`src/rtl/work_dispatch.sv`:
```
// work_dispatch: assembles 44-byte host work packets, starts the miner core and returns the golden nonce
// Ports: clk/rst (async active-high); rx_data/rx_valid host bytes in; tx_data/tx_valid/tx_ready nonce bytes out;
//        midstate/data2/start_mining work to the core; miner_busy/got_ticket/golden_nonce from the core; exhausted pulse
module work_dispatch #(
  parameter int          START_GUARD = 4,
  parameter logic [23:0] RX_TIMEOUT  = 24'd1000000
) (
  input  logic         clk,
  input  logic         rst,
  input  logic [7:0]   rx_data,
  input  logic         rx_valid,
  output logic [7:0]   tx_data,
  output logic         tx_valid,
  input  logic         tx_ready,
  output logic [255:0] midstate,
  output logic [95:0]  data2,
  output logic         start_mining,
  input  logic         miner_busy,
  input  logic         got_ticket,
  input  logic [31:0]  golden_nonce,
  output logic         exhausted
);
  typedef enum logic [2:0] {IDLE, LOAD, START, GUARD, MINING, REPORT} state_t;
  state_t state, state_n;
  logic [351:0] shadow;
  logic [5:0]   cnt;
  logic [23:0]  gap;
  logic         pending, done, pend_n, cap;
  logic [7:0]   gcnt;
  logic [31:0]  nonce;
  logic [1:0]   idx;
  // a packet completing this cycle counts as pending immediately so LOAD follows the last byte directly
  assign done   = rx_valid && cnt == 6'd43;
  assign pend_n = pending | done;
  // bytes shift in from the top so byte k ends up at bits [8k+7:8k] after 44 bytes
  always_ff @(posedge clk or posedge rst)
    if (rst) begin
      shadow  <= '0;
      cnt     <= '0;
      gap     <= '0;
      pending <= 1'b0;
    end else begin
      if (rx_valid) begin
        shadow <= {rx_data, shadow[351:8]};
        cnt    <= done ? 6'd0 : cnt + 6'd1;
        gap    <= '0;
      end else if (cnt != 6'd0) begin
        gap <= gap + 24'd1;
        if (gap == RX_TIMEOUT - 24'd1) begin
          cnt <= '0;
          gap <= '0;
        end
      end
      pending <= done | (pending & (state != LOAD));
    end
  always_ff @(posedge clk or posedge rst)
    if (rst) begin
      state    <= IDLE;
      midstate <= '0;
      data2    <= '0;
      gcnt     <= '0;
      nonce    <= '0;
      idx      <= '0;
    end else begin
      state <= state_n;
      if (state == LOAD) {data2, midstate} <= shadow;
      gcnt <= (state == GUARD) ? gcnt + 8'd1 : 8'd0;
      if (cap) nonce <= golden_nonce;
      idx <= (state != REPORT) ? 2'd0 : tx_ready ? idx + 2'd1 : idx;
    end
  always_comb begin
    state_n      = state;
    start_mining = 1'b0;
    exhausted    = 1'b0;
    tx_valid     = 1'b0;
    cap          = 1'b0;
    tx_data      = nonce[{idx, 3'b000} +: 8];
    unique case (state)
      IDLE:   state_n = pend_n ? LOAD : IDLE;
      LOAD:   state_n = START;
      START: begin
        start_mining = 1'b1;
        state_n      = GUARD;
      end
      GUARD:  state_n = pend_n ? LOAD : (gcnt == 8'(START_GUARD - 1)) ? MINING : GUARD;
      MINING:
        if (pend_n) state_n = LOAD;
        else if (got_ticket) begin
          cap     = 1'b1;
          state_n = REPORT;
        end else if (!miner_busy) begin
          exhausted = 1'b1;
          state_n   = IDLE;
        end
      REPORT: begin
        tx_valid = 1'b1;
        if (tx_ready && idx == 2'd3) state_n = pend_n ? LOAD : IDLE;
      end
      default: state_n = IDLE;
    endcase
  end
endmodule

```
`config.mk`:
```
export PLATFORM = sky130hd
export DESIGN_NAME = work_dispatch
export DESIGN_NICKNAME = d
export VERILOG_FILES = /design/src/rtl/work_dispatch.sv
export SDC_FILE = /design/constraint.sdc
export NUM_CORES = 1
export LEC_CHECK = 0
export CAP_MARGIN = 20
export CORE_ASPECT_RATIO = 1.75
export CORE_MARGIN = 2
export CORE_UTILIZATION = 63
export CTS_CLUSTER_SIZE = 12
export DETAILED_ROUTE_END_ITERATION = 6
export DONT_BUFFER_PORTS = 1
export PLACE_DENSITY = 0.89
export SYNTH_ARGS = -nofsm -noshare
export SYNTH_HDL_FRONTEND = slang
export SYNTH_SLANG_ARGS = --single-unit
export TNS_END_PERCENT = 100
```
`constraint.sdc`:
```
create_clock -name clk -period 30.1 [get_ports clk]
set_input_delay 4.515 -clock clk [delete_from_list [all_inputs] [get_ports clk]]
set_output_delay 4.515 -clock clk [all_outputs]
set_load 0.02 [all_outputs]
```
==> impl_metrics.py <==
metrics = {
    "outcome": {
        "status": "complete, but fails checks",
        "violations": "slew limit",
    },
    "place": {
        "io_buffer_count": 0,
        "dpl.cell_count": 2335,
        "place_area_mm2": 0.0305,
        "hpwl_mm": 39.3,
        "routabilityCongestion": 0.812,
        "place_worst_setup_slack_ps": 19720,
    },
    "synth": {
        "synth_edf_count": 0,
        "synth_flop_cell": "dfrtp_1",
        "synth_top_area_share": 0.647,
        "syn_nets": 1871,
        "yosys-top-cells-area": "dfrtp_1 65%, mux2_2 21%, mux2_4 5.0%",
        "seq_area_frac_synth": 0.647,
        "synth_cell_type_count": 52,
        "yosys_warnings": 0,
        "async_flop_share": 1.00,
        "synthCells": 1820,
        "yosys.area.top_type": "dfrtp_1",
        "syn_area_mm2": 0.0302,
        "synth_seq_cells": 780,
        "syn_avg_cell_area_um2": 16.6,
    },
    "hold_path": {
        "whs_path_depth": 1,
        "hp-start": "shadow[180]",
        "hold_path_class": "reg2reg",
    },
    "worst_setup_path": {
        "required_ps": 25590,
        "critPathKind": "in2out",
        "r2r_start": "state[2]",
        "path_max_fanout": 373,
        "crit_arrival_ps": 6230,
        "startpoint": "rx_valid",
        "critPathCaptureType": "output pin",
        "cp-start-kind": "primary input",
        "r2r_cells": 4,
    },
    "sta": {
        "layout_setup_ws_ps": 19360,
        "fin_crit_sh": 0.357,
        "maxSlewHeadroom": -0.276,
        "tns_ps": 0,
        "rsz0062_at_grt": "no",
        "finClkSkew_ps": 17.2,
        "fin_hold_ws_ps": 497,
        "hold_viol": 0,
        "setup_viol": 0,
        "finalCriticalPeriod_ps": 10740,
        "maxSlewViolCount": 175,
        "fmax_ghz": 0.0931,
        "tightest_slew_ps": 1910,
    },
    "cells_and_area": {
        "final-seq-area_mm2": 0.0195,
        "finish.instance_area_mm2": 0.0326,
        "utilization": 0.687,
        "fillCellCount": 2958,
        "drive_above_1_share": 0.429,
        "num-nets-final": 1872,
        "final_cells": 2431,
        "multi_input_area_mm2": 0.0101,
        "syn2layout_area_growth_pct": 8.05,
    },
    "floorplan": {
        "fp.dieArea_mm2": 0.0497,
        "row_count": 106,
        "initial_core_util": 0.635,
        "die_w_um": 169,
        "ios": 409,
        "core-area_mm2": 0.0475,
        "die_h_um": 293,
    },
    "grt": {
        "grt_first_pass_wirelength_mm": 96.5,
        "grt_use_total": 0.250,
        "grt_pass1_vias": 16500,
        "gr-total-overflow": 0,
        "antenna_found_initial": 3,
        "grt_max_degree": 374,
    },
    "clock_tree": {
        "cts_setup_buffers": 0,
        "clock-root-buffer": "clkbuf_16",
        "clk_latency_ps": 580,
        "numCtsBuffers": 76,
        "hold_buffers": 0,
        "cts_sinks": 780,
        "htree_levels": 3,
        "cts.reportedPaths.clkPinSlew_ps": 60,
        "cts_tree": "done",
        "cts_resized": 0,
        "cts_buffer_depth": 3,
    },
    "route": {
        "drcViolationCount": 0,
        "vias": 14900,
        "drt_wl_total_mm": 61.8,
        "drtIter0Drc": 863,
        "postRouteAntennaNets": 0,
        "viasPerCell": 6.12,
        "wl_per_cell_um": 25.4,
        "dr.pass1.iters": 5,
    },
    "pwr": {
        "p_per_area_mw_per_mm2": 96.6,
        "worst_ir_drop_vdd_mv": 0.0772,
        "p_leak_nw": 16.0,
        "power_mw": 3.15,
    },
    "flow_run": {
        "maxCapViolCount": 0,
    },
}
==> sequential cells by signal, summed over array words and instances, names as in the netlist <==
signal and count:
state 3, gcnt 8, cnt 6, data2 96, gap 24, midstate 256, pending 1, idx 2
shadow 352, nonce 32
==> per-layer routing <==
layer,global-route usage,share of wire,vias up
met2,0.430,0.52,517
met3,0.0898,0.092,123
li1,-,-,6429
met1,0.282,0.36,7819
met5,0,0,-
met4,0.100,0.037,0
==> final timing paths <==
path	to	slack (ps)
min in group asynchronous	midstate[8]	4000
max reg2reg	data2[90]	26530
max in group asynchronous	shadow[276]	23380
max	exhausted	19360
min	midstate[180]	500
min reg2reg	midstate[180]	500
==> cells in the final DEF (no fill, tap or decap), types with 5 or more instances in the layout <==
master	Yosys	final
a21oi_1	8	8
mux2_2	566	566
clkbuf_1	29	5
buf_4	3	12
inv_1	6	5
nor2_1	36	36
nand4_1	15	15
xor2_1	19	19
nor3_1	5	5
mux4_2	8	8
mux2_1	70	70
mux2_4	100	100
nand2_1	22	22
dfrtp_1	780	780
nand3_1	13	13
o21ai_0	13	13
clkbuf_16	0	76
nor4_1	5	5
and3_1	9	9
xnor2_1	5	5
ha_1	5	5
==> critical path: stages <==
cell	delay [ps]
nand4_1	320
nor3_2	80
or2_2	320
nor4_1	770
==> power by group <==
| part | switching (mW) | internal, mW |
|---|---|---|
| combinational | 0.183 | 0.330 |
| clock | 0.368 | 0.463 |
| sequential | 0.457 | 1.35 |
==> final cells by class <==
type,instances,area share
Timing Repair Buffer,15,0.00507
Tap cell,594,0.0228
Clock buffer,82,0.0593
Multi-Input combinational cell,941,0.309
Clock inverter,8,0.00345
Inverter,7,0.00104
Antenna cell,4,0.000307
Sequential cell,780,0.599
==> synth_stat cells, types with 2 or more instances <==
cell type	n
buf_2	41
xor2_1	19
inv_1	6
nand2b_1	2
nand3b_1	3
nand2_1	22
and2_1	3
dfrtp_1	780
a21o_1	2
clkbuf_1	29
nor2_2	2
mux2_2	566
nor4_1	5
mux2_1	70
buf_6	19
nand3_1	13
buf_4	3
nor2_1	36
a21oi_1	8
o21ai_0	13
and3_1	9
nor3_1	5
and4_1	4
nand4_1	15
ha_1	5
a31oi_1	4
mux4_2	8
mux2_4	100
xnor2_1	5
==> logic make-up (layout without fill, tap and decap cells) <==
logic type                 count (synthesis)  count (layout)  share of synthesized area
DFF                                      780             780                      0.647
xor gates and xnor gates                  24              24                    0.00697
buffers and inverters                     99             112                     0.0191
AOI/OAI and AO/OA                         38              38                    0.00809
other                                      0               4                          0
muxes                                    745             745                      0.293
adders and majority gates                  5               5                    0.00207
and+or+nand+nor                          129             129                     0.0234
No activity file was read; power rests on OpenSTA's default activity.
